## src/rtl/fp_div_special_pipe.sv

```systemverilog
// Special-operand front end for the iterative divider: classifies operand pairs,
// resolves NaN/Inf/Zero quotients and forwards everything else to the core.
module fp_div_special_pipe #(
    parameter int EXP_W = 8,
    parameter int MAN_W = 23,
    parameter int TAG_W = 4,
    parameter int DAZ   = 0
) (
    input  logic                   clk,
    input  logic                   rst,
    input  logic                   in_valid,
    output logic                   in_ready,
    input  logic [EXP_W+MAN_W:0]   in_a,
    input  logic [EXP_W+MAN_W:0]   in_b,
    input  logic [TAG_W-1:0]       in_tag,
    output logic                   out_valid,
    input  logic                   out_ready,
    output logic                   out_special,
    output logic [EXP_W+MAN_W:0]   out_result,
    output logic [EXP_W+MAN_W:0]   out_a,
    output logic [EXP_W+MAN_W:0]   out_b,
    output logic [TAG_W-1:0]       out_tag,
    output logic                   out_invalid,
    output logic                   out_divzero,
    output logic                   out_denorm,
    input  logic                   flags_clr,
    output logic                   sticky_invalid,
    output logic                   sticky_divzero
);
    localparam int W = 1 + EXP_W + MAN_W;

    typedef enum logic [2:0] {CL_NORM, CL_SUB, CL_ZERO, CL_INF, CL_NAN} cls_t;

    localparam logic [W-1:0] QNAN = {1'b1, {EXP_W{1'b1}}, 1'b1, {(MAN_W-1){1'b0}}};

    function automatic logic is_sub(input logic [W-1:0] x);
        return (x[W-2 -: EXP_W] == '0) && (x[MAN_W-1:0] != '0);
    endfunction

    function automatic cls_t classify(input logic [W-1:0] x);
        cls_t c;
        c = CL_NORM;
        if (&x[W-2 -: EXP_W])
            c = (x[MAN_W-1:0] != '0) ? CL_NAN : CL_INF;
        else if (x[W-2 -: EXP_W] == '0) begin
            if (x[MAN_W-1:0] == '0)
                c = CL_ZERO;
            else
                c = (DAZ != 0) ? CL_ZERO : CL_SUB;
        end
        return c;
    endfunction

    // Flushed subnormals keep their sign so the quotient sign stays correct.
    function automatic logic [W-1:0] flush(input logic [W-1:0] x);
        return (DAZ != 0 && is_sub(x)) ? {x[W-1], {(W-1){1'b0}}} : x;
    endfunction

    logic             adv1, adv2;
    logic             s1_valid;
    logic [W-1:0]     s1_a, s1_b;
    logic [TAG_W-1:0] s1_tag;
    cls_t             s1_ca, s1_cb;
    logic             s1_denorm;

    assign adv2     = ~out_valid | out_ready;
    assign adv1     = ~s1_valid | adv2;
    assign in_ready = adv1;

    always_ff @(posedge clk) begin
        if (rst) begin
            s1_valid  <= 1'b0;
            s1_a      <= '0;
            s1_b      <= '0;
            s1_tag    <= '0;
            s1_ca     <= CL_NORM;
            s1_cb     <= CL_NORM;
            s1_denorm <= 1'b0;
        end else if (adv1) begin
            s1_valid  <= in_valid;
            s1_a      <= flush(in_a);
            s1_b      <= flush(in_b);
            s1_tag    <= in_tag;
            s1_ca     <= classify(in_a);
            s1_cb     <= classify(in_b);
            s1_denorm <= is_sub(in_a) | is_sub(in_b);
        end
    end

    logic         sq;
    logic         r_special, r_invalid, r_divzero;
    logic [W-1:0] r_result;

    assign sq = s1_a[W-1] ^ s1_b[W-1];

    always_comb begin
        r_special = 1'b1;
        r_result  = '0;
        r_invalid = 1'b0;
        r_divzero = 1'b0;
        if (s1_ca == CL_NAN || s1_cb == CL_NAN) begin
            r_result  = QNAN;
            r_invalid = 1'b1;
        end else if (s1_ca == CL_INF && s1_cb == CL_INF) begin
            r_result  = QNAN;
            r_invalid = 1'b1;
        end else if (s1_ca == CL_ZERO && s1_cb == CL_ZERO) begin
            r_result  = QNAN;
            r_invalid = 1'b1;
        end else if (s1_ca == CL_INF) begin
            r_result  = {sq, {EXP_W{1'b1}}, {MAN_W{1'b0}}};
        end else if (s1_cb == CL_INF) begin
            r_result  = {sq, {(W-1){1'b0}}};
        end else if (s1_ca == CL_ZERO) begin
            r_result  = {sq, {(W-1){1'b0}}};
        end else if (s1_cb == CL_ZERO) begin
            r_result  = {sq, {EXP_W{1'b1}}, {MAN_W{1'b0}}};
            r_divzero = 1'b1;
        end else begin
            r_special = 1'b0;
        end
    end

    always_ff @(posedge clk) begin
        if (rst) begin
            out_valid   <= 1'b0;
            out_special <= 1'b0;
            out_result  <= '0;
            out_a       <= '0;
            out_b       <= '0;
            out_tag     <= '0;
            out_invalid <= 1'b0;
            out_divzero <= 1'b0;
            out_denorm  <= 1'b0;
        end else if (adv2) begin
            out_valid   <= s1_valid;
            out_special <= r_special;
            out_result  <= r_result;
            out_a       <= s1_a;
            out_b       <= s1_b;
            out_tag     <= s1_tag;
            out_invalid <= r_invalid;
            out_divzero <= r_divzero;
            out_denorm  <= s1_denorm;
        end
    end

    logic hs;
    assign hs = out_valid & out_ready;

    // A clear coinciding with a new event must still leave the flag set.
    always_ff @(posedge clk) begin
        if (rst) begin
            sticky_invalid <= 1'b0;
            sticky_divzero <= 1'b0;
        end else begin
            sticky_invalid <= (flags_clr ? 1'b0 : sticky_invalid) | (hs & out_invalid);
            sticky_divzero <= (flags_clr ? 1'b0 : sticky_divzero) | (hs & out_divzero);
        end
    end

endmodule

```

## config.mk

```make
export PLATFORM = sky130hd
export DESIGN_NAME = fp_div_special_pipe
export DESIGN_NICKNAME = d
export VERILOG_FILES = /design/src/rtl/fp_div_special_pipe.sv
export SDC_FILE = /design/constraint.sdc
export NUM_CORES = 1
export LEC_CHECK = 0
export BUFFER_PORTS_ARGS = -buffer_cell sky130_fd_sc_hd__buf_4
export CELL_PAD_IN_SITES_DETAIL_PLACEMENT = 0
export CELL_PAD_IN_SITES_GLOBAL_PLACEMENT = 1
export CORE_ASPECT_RATIO = 1.25
export CORE_MARGIN = 8
export CORE_UTILIZATION = 33
export DETAILED_ROUTE_END_ITERATION = 8
export GPL_TIMING_DRIVEN = 0
export PLACE_DENSITY_LB_ADDON = 0.3
export SYNTH_ARGS = -nofsm -noshare
export SYNTH_HDL_FRONTEND = slang
export SYNTH_SLANG_ARGS = --single-unit
```

## constraint.sdc

```tcl
create_clock -name clk -period 1.4 [get_ports clk]
set_input_delay 0.28 -clock clk [delete_from_list [all_inputs] [get_ports clk]]
set_output_delay 0.28 -clock clk [all_outputs]
set_load 0.01 [all_outputs]
```

==> results of run 1 <==
## state kept, by name, summed over array words and instances, names as in the netlist
register,count
out_a,32
out_b,32
s1_a,32
s1_b,32
out_tag,4
s1_tag,4
out_result,3
s1_ca,3
s1_cb,3
out_denorm,1
out_divzero,1
out_special,1
out_valid,1
s1_denorm,1
s1_valid,1
sticky_divzero,1
sticky_invalid,1
## critical path, delay by kind of cell (launching register included)
family	cells	cell delay [ns]
DFF	1	0.34
buffers and inverters	3	0.27
and+or+nand+nor	2	0.32
## layout by cell type (no fill, tap or decap), drive strengths merged, types with 3 or more instances in the layout
| cell type | n |
|---|---|
| a21oi | 142 |
| nor4 | 12 |
| nor3 | 5 |
| clkbuf | 44 |
| nor2 | 23 |
| or4 | 5 |
| clkinv | 3 |
| conb | 22 |
| nand4 | 7 |
| dfxtp | 153 |
| o211ai | 3 |
| inv | 6 |
| clkinvlp | 5 |
| o31a | 3 |
| nand2b | 4 |
| nand2 | 281 |
| buf | 214 |
## cell usage after synthesis, drive strengths merged
cell type,n,area (sq um)
a211oi,1,7.51
a21oi,142,737
a32oi,2,17.5
and2,1,6.26
buf,58,420
clkbuf,22,82.6
conb,1,3.75
dfxtp,153,3060
inv,2,7.50
nand2,281,1050
nand2b,4,25.0
nand3b,2,15.0
nand4,7,43.8
nor2,23,86.3
nor2b,2,15.0
nor3,5,25.0
nor4,12,93.8
o211ai,3,22.5
o21a,2,15.0
o311ai,1,8.76
o31a,3,26.3
o41ai,2,32.5
or2,2,12.5
or3b,2,17.5
or4,5,37.5
xor2,2,17.5
## metrics by stage
| step | worst slack (ns) | utilization | hold slack [ns] | total power [mW] |
|---|---|---|---|---|
| after floorplan | 0.0506 | - | 0.401 | 5.21 |
| after global placement | -0.318 | 0.425 | 0.439 | 5.70 |
| after detailed placement | -0.306 | 0.425 | 0.443 | 5.71 |
| after CTS | -0.392 | 0.464 | 0.0562 | 10.2 |
| after global routing | -0.287 | 0.466 | 0.0999 | 10.5 |
| final | -0.228 | 0.466 | 0.0755 | 10.1 |
## power groups by stage
| stage | logic, mW | registers (mW) | clock network, mW |
|---|---|---|---|
| 6_report | 0.950 | 4.67 | 4.51 |
| 3_5_place_dp | 0.940 | 4.77 | 0 |
| 5_1_grt | 1.06 | 4.69 | 4.80 |
| 3_3_place_gp | 0.937 | 4.77 | 0 |
| 4_1_cts | 0.959 | 4.67 | 4.61 |
| 2_1_floorplan | 0.419 | 4.79 | 0 |
## layout make-up
| type | instances | area, sq um |
|---|---|---|
| Buffer | 78 | 556 |
| Clock inverter | 14 | 148 |
| Multi-Input combinational cell | 526 | 2440 |
| Clock buffer | 18 | 429 |
| Tap cell | 224 | 280 |
| Fill cell | 1809 | 9350 |
| Timing Repair Buffer | 162 | 1220 |
| Inverter | 2 | 10.0 |
| Sequential cell | 153 | 3070 |
## cell families (layout without fill, tap and decap cells)
logic type	Yosys count	after routing	synth area share
DFF	153	153	0.520
buffers and inverters	82	274	0.0866
and+or+nand+nor	346	346	0.243
AOI/OAI and AO/OA	156	156	0.147
xor gates and xnor gates	2	2	0.00297
other	1	22	0.000636
## metal layers
layer / up-vias / GRT usage
li1: 2783 / -
met1: 2454 / 0.184
met2: 140 / 0.279
met3: 17 / 0.0499
met4: 0 / 0.0415
met5: - / 0
## path summary, 6_finish.rpt
kind | startpoint | to | slack [ns] | cells past startpoint
worst max-delay path | out_valid | in_ready | -0.23 | 5
worst min-delay path | in_valid | s1_valid | 0.08 | 3
worst max register to register | out_valid | out_divzero | 0.01 | 5
worst min register to register | s1_b[3] | s1_b[3] | 0.45 | 2
## what timing repair did
action,CTS,global route
hold buffers,0,0
gates resized for setup,27,30
pin swaps,2,1
setup buffers,5,1
endpoints found under the setup margin,117,141
==> results.md, run 1 <==
- Min Tclk post-route: 1.63 ns
- Flip-flop and latch count after synthesis: 153
- Power per cell area: 1240 nW/um^2
- Wl on met1: 7.67 mm
- H-tree levels: 4
- Grt total ovfl: 0
- Switching part of the total power: 0.244
- Gate count of the mapped netlist: 740
- Placed cells: 1142
- Growth of design area from synthesis to finish: 38.3%
- Area of all placed cells without fillers: 8150 sq um
- Crit-path max cell delay: 0.34 ns
- P_leak: 3.59 nW
- Total inserted antenna cells: 0
- Crit start category: register
- Clock transition at path regs: 0.06 ns
- Avg Vias per Cell: 4.58
- Initial Utilization: 0.337
- Top sig layer: met4
- Global-route wire length before repair: 28.2 mm
- Crit path arrival time: 1.35 ns
- Total GRT Usage: 0.160
- Die area: 22400 sq um
- Final Wtd Congestion: 0.754
- Initial DRC Count: 183
- Count of synthesis-stage warnings from yosys: 0
- F_max: 0.614 GHz
- Buffer cell driving the clock tree root: sky130_fd_sc_hd__clkbuf_16
- Number of antenna violations at the first check in global routing: 0
- Num CTS Buffers: 17
- Switching Power: 2.47 mW
- Cell area after placement: 7430 sq um
- Total Wirelength: 17.9 mm
- Number of buffers inserted by port buffering: 157
- Core box area: 17500 sq um
- Via count of the first global-routing pass: 5453
- Reported max-cap violation count: 0
- Detailed-route wire length per cell: 15.2 um
- Detailed-routing iteration count for the pre-antenna-repair pass: 5
- Kind of end point of the critical path: primary output
- Setup repair after global routing missed its margin: true
- Reg power frac: 0.461
- Largest fanout of any net on the critical path: 3
- Transition time at the pin with the least slew margin: 0.720 ns
- Rows: 54
- Worst Setup Path Type: reg -> out
- Worst slew margin: 0.520
- Post-layout instance count excluding filler cells: 1177
- CTS max path bufs: 2
- DRC Markers: 0
- Relative contribution of combinational cells to total power: 0.094
- Summed negative setup slack over all endpoints: -0.228 ns
- Detail Placement HPWL: 13.3 mm
- Detailed-route via count: 5394
- Status: complete, but fails checks
- Top-Level Pins: 181
- Detailed-routed wire length on met2: 8.81 mm
- Final Hold Viols: 0
- Maximum number of pins on one net before global-route repair: 17
- Worst Path Required: 1.12 ns
- Die width: 136 um
- DR WL met3: 1.13 mm
- Worst setup slack after layout: -0.228 ns
- Proportion of layout cells with a drive suffix above 1: 0.293
- Clock tree from TritonCTS: done
- Average cell area after synthesis: 7.97 sq um
- Violated checks: negative setup slack
- Slowest cell on the critical path: sky130_fd_sc_hd__dfxtp_4
- Register area share after synthesis: 0.520
- Cell internal power dissipation: 7.65 mW
- Post-Syn Area: 5890 sq um
- Worst voltage drop across the vdd grid: 709 uV
- Number of max-slew violations in the final report: 0
- Antenna violation net count after detailed routing: 0
- Number of distinct library cell variants in the gate-level netlist after synthesis: 33
- Cells along the critical path: nor2b_4 > and2_4 > inv_4 > buf_8 > buf_6
- Worst-case clock skew: 0.00698 ns
- Tcrit/Tclk final: 1.16
- Clock power share: 0.445
- Number of nets in the finished design: 1013
- Setup violators final: 1
- Die height: 165 um
- CTS Sinks: 153
- Insertion delay of the later-clocked pin in the worst-skew pair: 0.42 ns
- Type of the tightest min-delay check: in -> reg
Note: power is estimated with default switching activity, not from simulation.
==> run 2: changes to the inputs <==
Settings changed: ABC_AREA from default to 1.
==> results.md, run 2 <==
- Status: complete, but fails checks
- Violated checks: negative setup slack
- Flip-flop and latch count after synthesis: 153
- Clock tree from TritonCTS: done
- Kind of end point of the critical path: primary output
- Clock transition at path regs: 0.06 ns
- Register area share after synthesis: 0.511
- Antenna violation net count after detailed routing: 0
- Tcrit/Tclk final: 1.13
- Count of synthesis-stage warnings from yosys: 0
- Cells along the critical path: inv_2 > nor2_4 > nand2_4 > buf_12 > buf_8 > buf_6
- Hold WS: 0.0718 ns
- Number of antenna violations at the first check in global routing: 0
- Post-synthesis async set-or-reset flop share: 0
- Area of all placed cells without fillers: 8420 sq um
- Worst Setup Path Type: reg -> out
- Total Wirelength: 18.0 mm
- Buffer cell driving the clock tree root: sky130_fd_sc_hd__clkbuf_16
- Number of nets in the finished design: 1070
- Power per cell area: 1280 nW/um^2
- Number of distinct library cell variants in the gate-level netlist after synthesis: 26
- Summed negative setup slack over all endpoints: -0.188 ns
- Die area: 22700 sq um
- Detailed-routing iteration count for the pre-antenna-repair pass: 5
- Rows: 55
- Final Hold Viols: 0
- Number of max-slew violations in the final report: 0
- Switching part of the total power: 0.237
- CTS Sinks: 153
- Die height: 167 um
- Crit start category: register
- Reg power frac: 0.438
- Clock power share: 0.462
- Largest fanout of any net on the critical path: 2
- Avg Vias per Cell: 4.46
- Synth cell count leaders: 183 x sky130_fd_sc_hd__nor2_1, 153 x sky130_fd_sc_hd__dfxtp_1, 136 x sky130_fd_sc_hd__nand2_1
- P_leak: 4.14 nW
- DRC Markers: 0
- Gate count of the mapped netlist: 792
- Initial DRC Count: 247
- CTS hold repair buffers: 0
- Num CTS Buffers: 17
- Top-Level Pins: 181
- Dominant cells by area after synthesis: sky130_fd_sc_hd__dfxtp_1 51%, sky130_fd_sc_hd__nor2_1 11%, sky130_fd_sc_hd__nand2_1 8.5%, sky130_fd_sc_hd__o21ai_0 7.6%, sky130_fd_sc_hd__a21oi_1 5.8%
- Detailed-route via count: 5523
- Global-route wire length before repair: 28.6 mm
- Worst slew margin: 0.580
- Area of all sequential standard cells: 3070 sq um
- Number of flops mapped to enable cells by yosys: 0
- Worst-case clock skew: 0.00566 ns
- Min Tclk post-route: 1.59 ns
- Detailed-route wire length per cell: 14.6 um
- Insertion delay of the later-clocked pin in the worst-skew pair: 0.42 ns
- Final Wtd Congestion: 0.768
- Cell area after placement: 7530 sq um
- Core box area: 18000 sq um
- Total GRT Usage: 0.161
- Reg2Reg Depth: 7
- Grt total ovfl: 0
- Worst Path Required: 1.12 ns
- Post-synth top area cell: sky130_fd_sc_hd__dfxtp_1
- Initial Utilization: 0.333
- Crit-path max cell delay: 0.33 ns
- Total power: 10.8 mW
- Main flop type after synthesis: sky130_fd_sc_hd__dfxtp_1
- Total inserted antenna cells: 0
- Slowest cell on the critical path: sky130_fd_sc_hd__dfxtp_2
- Cell with the most instances after synthesis: sky130_fd_sc_hd__nor2_1
- Setup repair after global routing missed its margin: true
- Number of instances on the worst hold path: 2
- Worst voltage drop across the vdd grid: 773 uV
- CTS max path bufs: 2
- Type of the tightest min-delay check: in -> reg
- Transition time at the pin with the least slew margin: 0.629 ns
- Crit path arrival time: 1.31 ns
- Number of buffers inserted by port buffering: 157
- Die width: 137 um
- Fill cell instance count of the final layout: 1884
- Area share of the largest cell type after synthesis: 0.511
- Switching Power: 2.56 mW
- Detail Placement HPWL: 13.3 mm
- Cell internal power dissipation: 8.22 mW
- Reported max-cap violation count: 0
- Commonest non-fill, non-tap cells in the layout: 199 x sky130_fd_sc_hd__buf_4, 177 x sky130_fd_sc_hd__nor2_1, 151 x sky130_fd_sc_hd__dfxtp_1
- Via count of the first global-routing pass: 5507
- H-tree levels: 4
- Multi-input logic area: 2440 sq um
- Average cell area after synthesis: 7.56 sq um
- Most common library cell in the layout ignoring fill and taps: sky130_fd_sc_hd__buf_4
- Growth of design area from synthesis to finish: 40.5%
- Relative contribution of combinational cells to total power: 0.100
- Worst setup slack after layout: -0.188 ns
- F_max: 0.630 GHz
- Post-Syn Area: 5990 sq um
- Maximum number of pins on one net before global-route repair: 17
- Setup violators final: 1
- Proportion of layout cells with a drive suffix above 1: 0.291
run 2: cell count changes after synthesis, sizes merged, moves of 12 or more:
cell / before / now
a21oi: 142 / 80
nor4: 12 / 0
nand3: 0 / 13
o21ai: 0 / 91
nor2: 23 / 184
inv: 2 / 30
nand2: 281 / 147
run 2: cell families (layout without fill, tap and decap cells):
logic type,count (synthesis),count (layout),synth area share
AND/OR/NAND/NOR,353,353,0.234
flip-flops,153,153,0.511
other,1,22,0.000626
buffers and inverters,109,306,0.0980
AO/OA/AOI/OAI,175,175,0.154
XOR/XNOR,1,1,0.00146
run 2: worst max-delay path, delay by kind of cell, from the launching register on:
family / cells / cell delay (ns)
flops: 1 / 0.33
buf+inv: 4 / 0.38
simple gates: 2 / 0.16
run 2: through the flow:
step           worst slack [ns]  instances  utilization
3_3_place_gp             -0.357       1198        0.419
3_5_place_dp             -0.370       1198        0.419
6_report                 -0.188       1238        0.469
5_1_grt                  -0.252       1238        0.469
4_1_cts                  -0.223       1235        0.460
2_1_floorplan             0.145        813            -
run 2: repair_timing:
item / CTS / global route
setup endpoints to repair: 9 / 142
pin swaps: 1 / 1
buffers inserted: 5 / 3
resized for setup: 15 / 68
run 2: layer usage:
| layer | part of all wire | routed length [um] | vias to the layer above | GRT usage |
|---|---|---|---|---|
| li1 | - | - | 2895 | - |
| met1 | 0.42 | 7590 | 2488 | 0.187 |
| met2 | 0.50 | 9070 | 127 | 0.275 |
| met3 | 0.063 | 1140 | 13 | 0.0446 |
| met4 | 0.012 | 216 | 0 | 0.0546 |
| met5 | 0 | 0 | - | 0 |
run 2: power by group through the flow:
| stage | registers [mW] | clock network, mW | logic, mW |
|---|---|---|---|
| 6_report | 4.72 | 4.98 | 1.08 |
| 5_1_grt | 4.75 | 5.28 | 1.21 |
| 4_1_cts | 4.72 | 5.09 | 1.07 |
| 3_5_place_dp | 4.81 | 0 | 1.05 |
| 3_3_place_gp | 4.81 | 0 | 1.05 |
| 2_1_floorplan | 4.85 | 0 | 0.472 |
run 2: layout make-up:
type / instances / area share
Multi-Input combinational cell: 551 / 0.290
Clock buffer: 19 / 0.0538
Inverter: 31 / 0.0141
Timing Repair Buffer: 165 / 0.148
Sequential cell: 153 / 0.365
Buffer: 78 / 0.0730
Tap cell: 228 / 0.0339
Clock inverter: 13 / 0.0229
run 2: final timing paths:
| kind | slack, ns | to | startpoint |
|---|---|---|---|
| hold reg to reg | 0.45 | s1_tag[0] | s1_tag[0] |
| hold / removal | 0.07 | s1_valid | in_valid |
| setup / recovery | -0.19 | in_ready | out_valid |
| setup reg to reg | 0.07 | s1_ca[1] | out_valid |
==> run 3: changes to the inputs <==
Settings changed: CTS_BUF_LIST from default to sky130_fd_sc_hd__clkbuf_16.
==> results.md, run 3 (same netlist as run 2, synthesis figures left out) <==
- Type of the tightest min-delay check: in -> reg
- Worst slack at placement: -0.370 ns
- Largest fanout of any net on the critical path: 2
- Rows: 55
- Avg Vias per Cell: 4.46
- Clock tree from TritonCTS: done
- Kind of end point of the critical path: primary output
- Number of buffers inserted by port buffering: 157
- Tcrit/Tclk final: 1.14
- Crit start category: register
- H-tree levels: 4
- DRC Markers: 0
- Worst Path Required: 1.12 ns
- Number of nets in the finished design: 1070
- Clock transition at path regs: 0.06 ns
- CTS Sinks: 153
- Violated checks: negative setup slack
- Detailed-route via count: 5518
- Setup repair after global routing missed its margin: true
- Growth of design area from synthesis to finish: 40.1%
- Cell area after placement: 7530 sq um
- Global-route wire length before repair: 28.6 mm
- Number of antenna violations at the first check in global routing: 0
- F_max: 0.627 GHz
- Buffer cell driving the clock tree root: sky130_fd_sc_hd__clkbuf_16
- Die width: 137 um
- Power per cell area: 1270 nW/um^2
- Area of all placed cells without fillers: 8390 sq um
- Worst Setup Path Type: reg -> out
- Die area: 22700 sq um
- Final Wtd Congestion: 0.768
- Worst slew margin: 0.583
- Initial Utilization: 0.333
- Total inserted antenna cells: 0
- Detail Placement HPWL: 13.3 mm
- Num CTS Buffers: 17
- Die height: 167 um
- Maximum number of pins on one net before global-route repair: 17
- Grt total ovfl: 0
- Number of max-slew violations in the final report: 0
- Worst voltage drop across the vdd grid: 768 uV
- Core box area: 18000 sq um
- Setup violators final: 1
- Insertion delay of the later-clocked pin in the worst-skew pair: 0.42 ns
- Detailed-routing iteration count for the pre-antenna-repair pass: 5
- Min Tclk post-route: 1.60 ns
- Crit path arrival time: 1.32 ns
- Commonest non-fill, non-tap cells in the layout: 199 x sky130_fd_sc_hd__buf_4, 177 x sky130_fd_sc_hd__nor2_1, 151 x sky130_fd_sc_hd__dfxtp_1
- Total Wirelength: 18.0 mm
- Worst setup slack after layout: -0.195 ns
- P_leak: 4.13 nW
- Antenna violation net count after detailed routing: 0
- Via count of the first global-routing pass: 5501
- Initial DRC Count: 233
- Reported max-cap violation count: 0
- Final Hold Viols: 0
- Most common library cell in the layout ignoring fill and taps: sky130_fd_sc_hd__buf_4
- Top-Level Pins: 181
- Worst-case clock skew: 0.00747 ns
- Total GRT Usage: 0.160
- Proportion of layout cells with a drive suffix above 1: 0.289
- Detailed-route wire length per cell: 14.5 um
- Transition time at the pin with the least slew margin: 0.626 ns
- Status: complete, but fails checks
- CTS max path bufs: 2
- CTS hold repair buffers: 0
-- run 3: cell types whose count changed in the layout (fill, tap and decap cells not counted), sizes merged --
cell    delta
clkbuf     -2
clkinv     +2
-- run 3: through the flow --
step | hold slack [ns] | utilization | total power, mW | TNS [ns] | std cells
5_1_grt | 0.0641 | 0.467 | 11.1 | -0.344 | 1238
3_5_place_dp | 0.448 | 0.419 | 5.87 | -26.80 | 1198
2_1_floorplan | 0.404 | - | 5.32 | 0 | 813
4_1_cts | 0.0510 | 0.459 | 10.8 | -0.230 | 1235
3_3_place_gp | 0.444 | 0.419 | 5.86 | -26.01 | 1198
6_report | 0.0685 | 0.467 | 10.7 | -0.195 | 1238
-- run 3: power by group --
group / leakage [nW] / internal, mW / total (mW) / switching (mW)
combinational: 2.56 / 0.531 / 1.08 / 0.548
sequential: 1.27 / 4.59 / 4.72 / 0.125
clock: 0.299 / 2.99 / 4.87 / 1.88
-- run 3: worst paths after layout --
check,start,endpoint,slack [ns],cells after the start
setup / recovery,out_valid,in_ready,-0.20,6
hold / removal,in_valid,s1_valid,0.07,2
setup reg to reg,out_valid,out_a[27],0.08,9
hold reg to reg,s1_tag[0],s1_tag[0],0.45,2
-- run 3: layer usage --
metal,global-route usage,share of wire,vias up
li1,-,-,2896
met1,0.186,0.43,2481
met2,0.275,0.50,128
met3,0.0436,0.060,13
met4,0.0546,0.012,0
met5,0,0,-
-- run 3: worst max-delay path, cell delays in order (launching register included) --
cell,delay [ns]
sky130_fd_sc_hd__dfxtp_2,0.34
sky130_fd_sc_hd__inv_2,0.04
sky130_fd_sc_hd__nor2_4,0.10
sky130_fd_sc_hd__nand2_4,0.06
sky130_fd_sc_hd__buf_12,0.12
sky130_fd_sc_hd__buf_8,0.11
sky130_fd_sc_hd__buf_6,0.11
-- run 3: timing repair --
item,4_1_cts,5_1_grt
resized for setup,15,65
setup endpoints to repair,9,141
buffers inserted,5,3
pin swaps,1,2
-- run 3: layout make-up --
| class | instances | area, sq um |
|---|---|---|
| multi-input combinational | 551 | 2440 |
| sequential | 153 | 3070 |
| buffer | 78 | 609 |
| clock buffer | 17 | 425 |
| tap | 228 | 285 |
| clock inverter | 15 | 200 |
| fill | 1888 | 9570 |
| inverter | 31 | 119 |
| timing repair buffer | 165 | 1240 |
